$ cat src/rtl/user_wr_ctrl.sv
// Burst write controller for the DDR3 user write port p0: moves BURST_LEN words
// from an upstream FWFT FIFO into the write-data FIFO, then issues one write command.
module user_wr_ctrl #(
    parameter int unsigned BURST_LEN  = 64,
    parameter int unsigned START_ADDR = 0,
    parameter int unsigned STOP_ADDR  = 785920,
    parameter int unsigned ADDR_ADD   = 512
) (
    input  logic         sclk,
    input  logic         rst,
    input  logic         wr_start,
    output logic         src_rd_en,
    input  logic [127:0] src_data,
    output logic         p0_cmd_en,
    output logic [2:0]   p0_cmd_instr,
    output logic [6:0]   p0_cmd_bl,
    output logic [27:0]  p0_cmd_addr,
    input  logic         p0_cmd_full,
    output logic         p0_wr_en,
    output logic [127:0] p0_wr_data,
    output logic [15:0]  p0_wr_mask,
    input  logic         p0_wr_full,
    output logic         busy,
    output logic         user_wr_end,
    output logic         frame_end,
    output logic [1:0]   state_dbg
);

    typedef enum logic [1:0] {
        IDLE = 2'd0,
        DATA = 2'd1,
        CMD  = 2'd2,
        DONE = 2'd3
    } state_t;

    localparam logic [6:0]  LAST_CNT = 7'(BURST_LEN - 1);
    localparam logic [27:0] START_A  = 28'(START_ADDR);
    localparam logic [27:0] STOP_A   = 28'(STOP_ADDR);
    localparam logic [27:0] ADD_A    = 28'(ADDR_ADD);

    state_t      state;
    logic [6:0]  data_cnt;
    logic [27:0] addr;
    logic        word_acc;
    logic        cmd_acc;

    // Handshake: a word moves when p0_wr_en is high (valid from DATA state) and
    // p0_wr_full is low (ready); the same strobe pops the FWFT source, so a
    // stalled word stays at the source head and is offered again next cycle.
    // The command moves on the same rule with p0_cmd_en / p0_cmd_full.
    assign word_acc = (state == DATA) && !p0_wr_full;
    assign cmd_acc  = (state == CMD) && !p0_cmd_full;

    always_ff @(posedge sclk) begin
        if (rst) begin
            state    <= IDLE;
            data_cnt <= 7'd0;
            addr     <= START_A;
        end else begin
            case (state)
                IDLE: begin
                    if (wr_start)
                        state <= DATA;
                end
                DATA: begin
                    if (word_acc) begin
                        if (data_cnt == LAST_CNT) begin
                            data_cnt <= 7'd0;
                            state    <= CMD;
                        end else begin
                            data_cnt <= data_cnt + 7'd1;
                        end
                    end
                end
                CMD: begin
                    if (cmd_acc)
                        state <= DONE;
                end
                DONE: begin
                    // Address wraps to the frame start after the last burst
                    if (addr == STOP_A)
                        addr <= START_A;
                    else
                        addr <= addr + ADD_A;
                    state <= IDLE;
                end
                default: state <= IDLE;
            endcase
        end
    end

    assign src_rd_en    = word_acc;
    assign p0_wr_en     = word_acc;
    assign p0_wr_data   = src_data;
    assign p0_wr_mask   = 16'd0;
    assign p0_cmd_en    = cmd_acc;
    assign p0_cmd_instr = 3'd0;
    assign p0_cmd_bl    = 7'(BURST_LEN);
    assign p0_cmd_addr  = addr;
    assign busy         = (state != IDLE);
    assign user_wr_end  = (state == DONE);
    assign frame_end    = (state == DONE) && (addr == STOP_A);
    assign state_dbg    = state;

endmodule

$ cat config.mk
export PLATFORM = sky130hd
export DESIGN_NAME = user_wr_ctrl
export DESIGN_NICKNAME = d
export VERILOG_FILES = /design/src/rtl/user_wr_ctrl.sv
export SDC_FILE = /design/constraint.sdc
export NUM_CORES = 1
export LEC_CHECK = 0
export BUFFER_PORTS_ARGS = -buffer_cell sky130_fd_sc_hd__buf_2
export CORE_AREA = 2 2 124 126
export CTS_BUF_LIST = sky130_fd_sc_hd__clkbuf_16
export DETAILED_ROUTE_END_ITERATION = 8
export DIE_AREA = 0 0 126 128
export PLACE_DENSITY = 0.53
export SYNTH_ARGS = -nofsm -noshare
export SYNTH_HDL_FRONTEND = slang
export SYNTH_SLANG_ARGS = --single-unit
$ cat constraint.sdc
create_clock -name sclk -period 2 [get_ports sclk]
set_clock_uncertainty 0.15 [all_clocks]
set_input_delay 0.1 -clock sclk [delete_from_list [all_inputs] [get_ports sclk]]
set_output_delay 0.1 -clock sclk [all_outputs]
set_load 0.03 [all_outputs]
==> run metrics <==
M1 GR Usage 6.13%; final worst path period share 95.8%; required time worst endpoint 1750 ps; clock root buffer clkbuf_16; WL/cell 13.6 um; worst hold slack 0.859 ps; worst hold stages 2; Min-Delay Path Class input pin to register; nets 370; # IOs 323; final WL 5690 um; worst path arrival time 1670 ps; Synth cell types 37; CTS tree built; asr flop ratio synth 0%; Peak supply drop 0.000541 V; first-pass GRT wire length 8310 um; initial core utilization 18.3%; register bit total from synthesis 28; Final Critical Period 1920 ps; status finished clean; 1st-pass router iterations 4; core box area 0.0149 sq mm; largest net degree at the start of global routing 16; Non-Filler Instances 418; GRT Util Overall 6.65%; setup ws final 85.0 ps; Synth Area per Inst 8.50 sq um; sequential-to-total area share from yosys stat 20.6%; clk sink count 28; Final Cell Area 0.00216 sq mm; post-route ant nets 0; n_diodes 0; Worst R2R Path Depth 5; DPL Wire Length 4810 um; Max Slew Vio Count 0; CTS clk-pin slew, worst paths 60 ps; residual DRC count 0; layer with the highest usage met2; Die Outline Area 0.0161 sq mm; Max-Cap Viols 0; WS Path Type register to output pin; Cell Pwr Density 721 mW/mm^2; final setup vio count 0; Final Util 14.5%; area delta synth->final -20.5%; r2r setup slk 120 ps; Vias/cell 3.41; cell count after synthesis 320; Leakage 0.946 nW; layout cells sized above 1 27.4%; commonest non-fill, non-tap cell in the layout conb_1; CP endpoint kind output pin; met2 GRT Util 11.4%; initial antenna violation count 0; TritonCTS Buffers 3; placed cell count 414; Syn. warnings 0; TNS Setup 0 ps; RSZ-0062 raised after global routing yes; vias in the first global route 1330; Iteration-0 DRC Markers 49; Post-Syn Area 0.00272 sq mm; CTS Hold Buffers Added 0; port bufs 31; met3 usage 4.34%; pre-CTS setup slack 133 ps; H-Tree Depth 1; Worst-Skew Late Latency 260 ps; Core Rows 45; Die H 128 um; fill count 1700; commonest non-fill, non-tap cells in the layout 35 x conb_1, 30 x buf_2, 28 x nor2_1; Crit Path Max Fanout 10; DP Area 0.00207 sq mm; vias 1427; Final Total Pwr 1.56 mW; Post-synth EDFFs 0; gr ovfl total 0; top_reg_cell synth dfxtp_1; chip width 126 um; Setup crit start kind register; Final GP Congestion 0.777; Max Clk Rate 522 MHz; Max Root-Sink Buffers 2; Hold Fails Final Rpt 0
-- kinds of logic after synthesis --
group	Yosys count	share of synthesized area [%]
other	2	0.276
xor gates and xnor gates	20	6.44
adders and majority gates	6	2.76
and+or+nand+nor	74	17.6
buffers and inverters	176	47.8
muxes	2	0.736
AOI/OAI and AO/OA	12	3.77
DFF	28	20.6
-- sequential cells by signal, summed over array words and instances (netlist names) --
register     flops
data_cnt         7
state_dbg        2
p0_cmd_addr     19
-- where the power goes --
| group | switching (mW) | internal, mW | leakage [nW] | total, mW |
|---|---|---|---|---|
| combinational | 0.328 | 0.149 | 0.681 | 0.478 |
| clock | 0.186 | 0.268 | 0.0385 | 0.453 |
| sequential | 0.0371 | 0.590 | 0.227 | 0.627 |
-- synthesized netlist by cell type, types with 2 or more instances --
cell       n  area [sq um]
xnor2_1   12           105
conb_1     2          7.51
inv_1      6          22.5
nor3_1     4          20.0
nor2b_1    2          12.5
nor4_1     4          25.0
and3_1     3          18.8
xor2_1     8          70.1
nand3_1    2          10.0
mux2i_1    2          20.0
nand4_1    6          37.5
nand2_1   11          41.3
nor4_4     2          42.5
ha_1       6          75.1
and4_1     2          17.5
nand4_4    2          42.5
buf_2      2          10.0
dfxtp_1   28           561
a21oi_1    4          20.0
nor2_1    28           105
buf_6      3          33.8
nor4_2     3          37.5
buf_4    164          1230
-- worst max-delay path, cell delays in order (launching register included) --
cell,delay (ps)
dfxtp_2,390
ha_4,210
nand4_4,250
nor4_4,340
buf_4,220
-- per-layer routing --
| layer | wire length, um | vias to the layer above |
|---|---|---|
| met4 | 192 | 0 |
| met2 | 2820 | 95 |
| met1 | 1790 | 641 |
| met3 | 897 | 34 |
| met5 | 0 | - |
| li1 | - | 657 |
-- repair_timing --
item | 4_1_cts | 5_1_grt
gates resized for setup | 1 | 2
cloned | 0 | 0
endpoints found under the setup margin | 1 | 4
buffers inserted | 0 | 0
-- path summary, 6_finish.rpt --
path	startpoint	endpoint
max	state_dbg[0]$_SDFFE_PP0P_	frame_end
min	rst	state_dbg[0]$_SDFFE_PP0P_
max reg2reg	p0_cmd_addr[10]$_SDFFE_PP0P_	p0_cmd_addr[27]$_SDFFE_PP0P_
min reg2reg	data_cnt[6]$_SDFFE_PP0P_	data_cnt[6]$_SDFFE_PP0P_
-- area by class of cell --
class	instances	area (sq um)	area share, %
multi-input cells	149	1010	46.9
flip-flops and latches	28	563	26.0
repair buffers	43	248	11.5
well taps	188	235	10.9
clock buffers	3	75.1	3.47
inverters	6	22.5	1.04
clock inverters	1	3.75	0.174
Note: power is estimated with default switching activity, not from simulation.
